## src/rtl/spike_rate_decoder.sv

```systemverilog
// Two-channel spike rate decoder: counts rising edges on each spike line over a
// fixed power-of-two window and hands the per-window counts out over valid/ready.
module spike_rate_decoder #(
  parameter int WINDOW_LOG2 = 8,
  parameter int CNT_W       = 8
) (
  input  logic             clk,
  input  logic             rst,
  input  logic             en,
  input  logic [1:0]       spike_in,
  output logic [CNT_W-1:0] rate0,
  output logic [CNT_W-1:0] rate1,
  output logic             rate_valid,
  input  logic             rate_ready,
  output logic             overrun,
  output logic             win_busy
);

  // Handshake: a result moves on any cycle where rate_valid and rate_ready are
  // both high; rate0/rate1 stay frozen while rate_valid is high and unconsumed.

  localparam logic [WINDOW_LOG2-1:0] WIN_LAST = '1;
  localparam logic [WINDOW_LOG2-1:0] WIN_ONE  = {{(WINDOW_LOG2-1){1'b0}}, 1'b1};
  localparam logic [CNT_W-1:0]       CNT_MAX  = '1;

  logic [1:0]             spike_q;
  logic [1:0]             edge_det;
  logic [WINDOW_LOG2-1:0] win_cnt;
  logic [CNT_W-1:0]       acc0;
  logic [CNT_W-1:0]       acc1;
  logic [CNT_W-1:0]       next0;
  logic [CNT_W-1:0]       next1;
  logic                   terminal;
  logic                   accept;

  assign edge_det = spike_in & ~spike_q;

  // Saturating sums include the current cycle's edge so the terminal edge lands in the result.
  assign next0 = (acc0 == CNT_MAX) ? acc0 : acc0 + {{(CNT_W-1){1'b0}}, edge_det[0]};
  assign next1 = (acc1 == CNT_MAX) ? acc1 : acc1 + {{(CNT_W-1){1'b0}}, edge_det[1]};

  assign terminal = en && (win_cnt == WIN_LAST);
  assign accept   = !rate_valid || rate_ready;
  assign win_busy = (win_cnt != '0);

  always_ff @(posedge clk) begin
    if (rst) begin
      spike_q    <= 2'b00;
      win_cnt    <= '0;
      acc0       <= '0;
      acc1       <= '0;
      rate0      <= '0;
      rate1      <= '0;
      rate_valid <= 1'b0;
      overrun    <= 1'b0;
    end else begin
      spike_q <= spike_in;

      if (en) begin
        win_cnt <= win_cnt + WIN_ONE;
        if (terminal) begin
          acc0 <= '0;
          acc1 <= '0;
        end else begin
          acc0 <= next0;
          acc1 <= next1;
        end
      end

      // A fresh result wins over the clearing transfer in the same cycle.
      if (terminal && accept) begin
        rate0      <= next0;
        rate1      <= next1;
        rate_valid <= 1'b1;
      end else begin
        if (terminal) begin
          overrun <= 1'b1;
        end
        if (rate_valid && rate_ready) begin
          rate_valid <= 1'b0;
        end
      end
    end
  end

endmodule
```

## config.mk

```make
export PLATFORM = sky130hd
export DESIGN_NAME = spike_rate_decoder
export DESIGN_NICKNAME = d
export VERILOG_FILES = /design/src/rtl/spike_rate_decoder.sv
export SDC_FILE = /design/constraint.sdc
export NUM_CORES = 1
export LEC_CHECK = 0
export BUFFER_PORTS_ARGS = -buffer_cell sky130_fd_sc_hd__buf_2
export CORE_MARGIN = 4
export CORE_UTILIZATION = 60
export DETAILED_ROUTE_END_ITERATION = 10
export GPL_TIMING_DRIVEN = 0
export PLACE_DENSITY = 0.82
export SLEW_MARGIN = 20
export SYNTH_ARGS = -nofsm -noshare
export SYNTH_HDL_FRONTEND = slang
export SYNTH_SLANG_ARGS = --single-unit
```

## constraint.sdc

```tcl
create_clock -name clk -period 3.03 [get_ports clk]
set_input_delay 0.4545 -clock clk [delete_from_list [all_inputs] [get_ports clk]]
set_output_delay 0.4545 -clock clk [all_outputs]
set_load 0.01 [all_outputs]
```

==> out/results.tsv <==
metric	value	unit
CTS tree	built	
Cell Area, Synth	2130	um^2
initial antenna violation count	0	
GRT Overall Usage	22.5	%
Mapped Nets	258	
Antenna Cells	0	
hold_buf cts	0	
hold path depth	2	
vias in the first global route	1685	
Avg Cell Area, Syn	8.67	um^2
Initial Util	62.9	%
crit path time final	1.87	ns
Post-CTS Resized	0	
most common cell after layout, fill and taps aside	dfxtp_1	
f_max	535	MHz
register area share after synthesis	41.3	%
layout cells sized above 1	17.0	%
DRT iter0 DRCs	111	
commonest cells after routing, fill and taps aside	dfxtp_1 (44), nor2_1 (35), buf_2 (32)	
drt total wl	4710	um
synth-to-layout area growth	10.8	%
fin util	69.7	%
Slew Limit Fails	0	
NumNets Final	287	
DIE HEIGHT	67.6	um
first-pass GRT wire length	7810	um
Root Driver	clkbuf_4	
max cap viols	0	
core area	3390	um^2
H-tree Lvls	2	
Post-Syn Instances	246	
synth warn	0	
largest net degree at the start of global routing	14	
RSZ-0062 raised after global routing	false	
total power	953	uW
via density per instance	5.86	
worst-path maximum fanout	6	
PD cells	403	nW/um^2
EDFF count, synth	0	
fill cell count	274	
drt wl/cell	14.6	um
vias	1888	
Pre-Repair DR Iteration Count	5	
FFs w/ async S/R, synth	0	%
FF+latch area	881	um^2
antenna-violating nets left	0	
min setup slack post-route	1.16	ns
Reg2Reg Depth	7	
Multi-input gate area	1130	um^2
period utilisation layout	61.7	%
Max Clock Skew	0.00956	ns
Worst path max stage delay	0.39	ns
setup slack after placement	0.951	ns
gr ovfl total	0	
Hold Crit Class	in -> reg	
I/O Pins	25	
total CTS buffers	5	
ys flop type	dfxtp_1	
CTS Buffer Depth	2	
full die area	4570	um^2
hpwl dp	3320	um
Hold Violations, Final	0	
Crit Path Class	reg -> out	
DR DRC count	0	
clk sink count	44	
clk_lat worst skew	0.36	ns
Critical Path End Type	primary output	
Setup crit start kind	flip-flop	
clock slew at reported path FFs	0.13	ns
status	complete, no violations	
Rel. slew slack	62.5	%
cells along the critical path	inv_1 > ha_1 > nor4b_1 > nand2_1 > buf_2	
Worst Path Required	2.58	ns
RD Place Congestion	0.795	
Yosys reg bits	44	
Horiz. Die Dim	67.6	um
CP arrival	1.41	ns
Max IR drop VDD	0.310	mV
worst slew pin tran	0.562	ns
CP max-delay cell	dfxtp_1	
placed inst area	2300	um^2
Lkg Pwr	0.000900	uW
final instance area	2360	um^2
FP Rows	21	
Netlist cell types	42	
setup_tns	0	ns
I/O Buffers	22	
Finish-stage setup viols	0	
post-CTS setup buffer count	0	
metrics by stage:
| stage | instances | hold slack [ns] |
|---|---|---|
| after detailed placement | 314 | 0.453 |
| final | 322 | 0.316 |
| after global routing | 322 | 0.318 |
| after global placement | 314 | 0.452 |
| after CTS | 322 | 0.300 |
| after floorplan | 246 | 0.462 |
logic make-up (layout without fill, tap and decap cells):
| kind of cell | after synthesis | after routing | share of synthesized area, % |
|---|---|---|---|
| adder cells (fa/ha/maj) | 6 | 6 | 3.52 |
| AO/OA/AOI/OAI | 60 | 60 | 18.9 |
| XOR/XNOR | 13 | 13 | 5.34 |
| AND/OR/NAND/NOR | 94 | 94 | 23.6 |
| multiplexers | 3 | 3 | 1.41 |
| flip-flops | 44 | 44 | 41.3 |
| buffers and inverters | 26 | 56 | 5.87 |
synth_stat cells, types with 2 or more instances:
library cell | count | area, um^2
nand2_1 | 9 | 33.8
a21oi_1 | 15 | 75.1
ha_1 | 6 | 75.1
mux2i_1 | 3 | 30.0
nand3_1 | 7 | 35.0
buf_4 | 2 | 15.0
a311oi_1 | 5 | 43.8
xnor2_1 | 5 | 43.8
nand2b_1 | 5 | 31.3
o21ai_0 | 10 | 50.1
nor2b_1 | 4 | 25.0
inv_1 | 5 | 18.8
o211ai_1 | 5 | 37.5
a31oi_1 | 3 | 18.8
buf_2 | 10 | 50.1
and3_1 | 4 | 25.0
clkbuf_1 | 8 | 30.0
a221oi_1 | 2 | 17.5
xor2_1 | 8 | 70.1
and4b_1 | 2 | 20.0
nor3_1 | 4 | 20.0
dfxtp_1 | 44 | 881
a211oi_1 | 14 | 105
nand4_1 | 10 | 62.6
nor2_1 | 35 | 131
and4_1 | 5 | 43.8
routing by layer:
metal / track usage (%) / vias to the layer above / wire length [um]
met1: 29.3 / 851 / 2110
li1: - / 948 / -
met2: 35.4 / 82 / 2140
met5: 0 / - / 0
met3: 4.66 / 7 / 399
met4: 10.9 / 0 / 63
sequential cells by signal (all words and copies together) (netlist names):
register and flops:
acc0 8, acc1 8, rate0 8, rate1 8, win_cnt 8, spike_q 2
overrun 1, rate_valid 1
area by class of cell:
type	count	area share, %
Buffer	21	4.50
Clock buffer	7	2.33
Clock inverter	1	0.318
Inverter	5	0.794
Multi-Input combinational cell	176	47.7
Sequential cell	44	37.3
Tap cell	46	2.44
Timing Repair Buffer	22	4.66
worst max-delay path: cells and delay by family, from the launching register on:
kind | cells | cell delay, ns
and+or+nand+nor | 2 | 0.31
adders and majority gates | 1 | 0.13
DFF | 1 | 0.39
buffers and inverters | 2 | 0.22
power breakdown:
| part | total, uW | switching [uW] | internal (uW) | leakage, uW |
|---|---|---|---|---|
| Clock | 301 | 188 | 114 | 0.0000315 |
| Combinational | 58.5 | 36.6 | 21.9 | 0.000513 |
| Sequential | 593 | 7.80 | 585 | 0.000356 |
final timing paths:
kind                                              start                     to  slack (ns)
worst max-delay path            win_cnt[0]$_SDFFE_PP0P_               win_busy        1.16
worst min-delay path                        spike_in[1]  spike_q[1]$_SDFF_PP0_        0.32
worst max register to register    spike_q[1]$_SDFF_PP0_  rate1[6]$_SDFFE_PP0P_        1.20
worst min register to register    rate0[7]$_SDFFE_PP0P_  rate0[7]$_SDFFE_PP0P_        0.48
No activity file was read; power rests on OpenSTA's default activity.
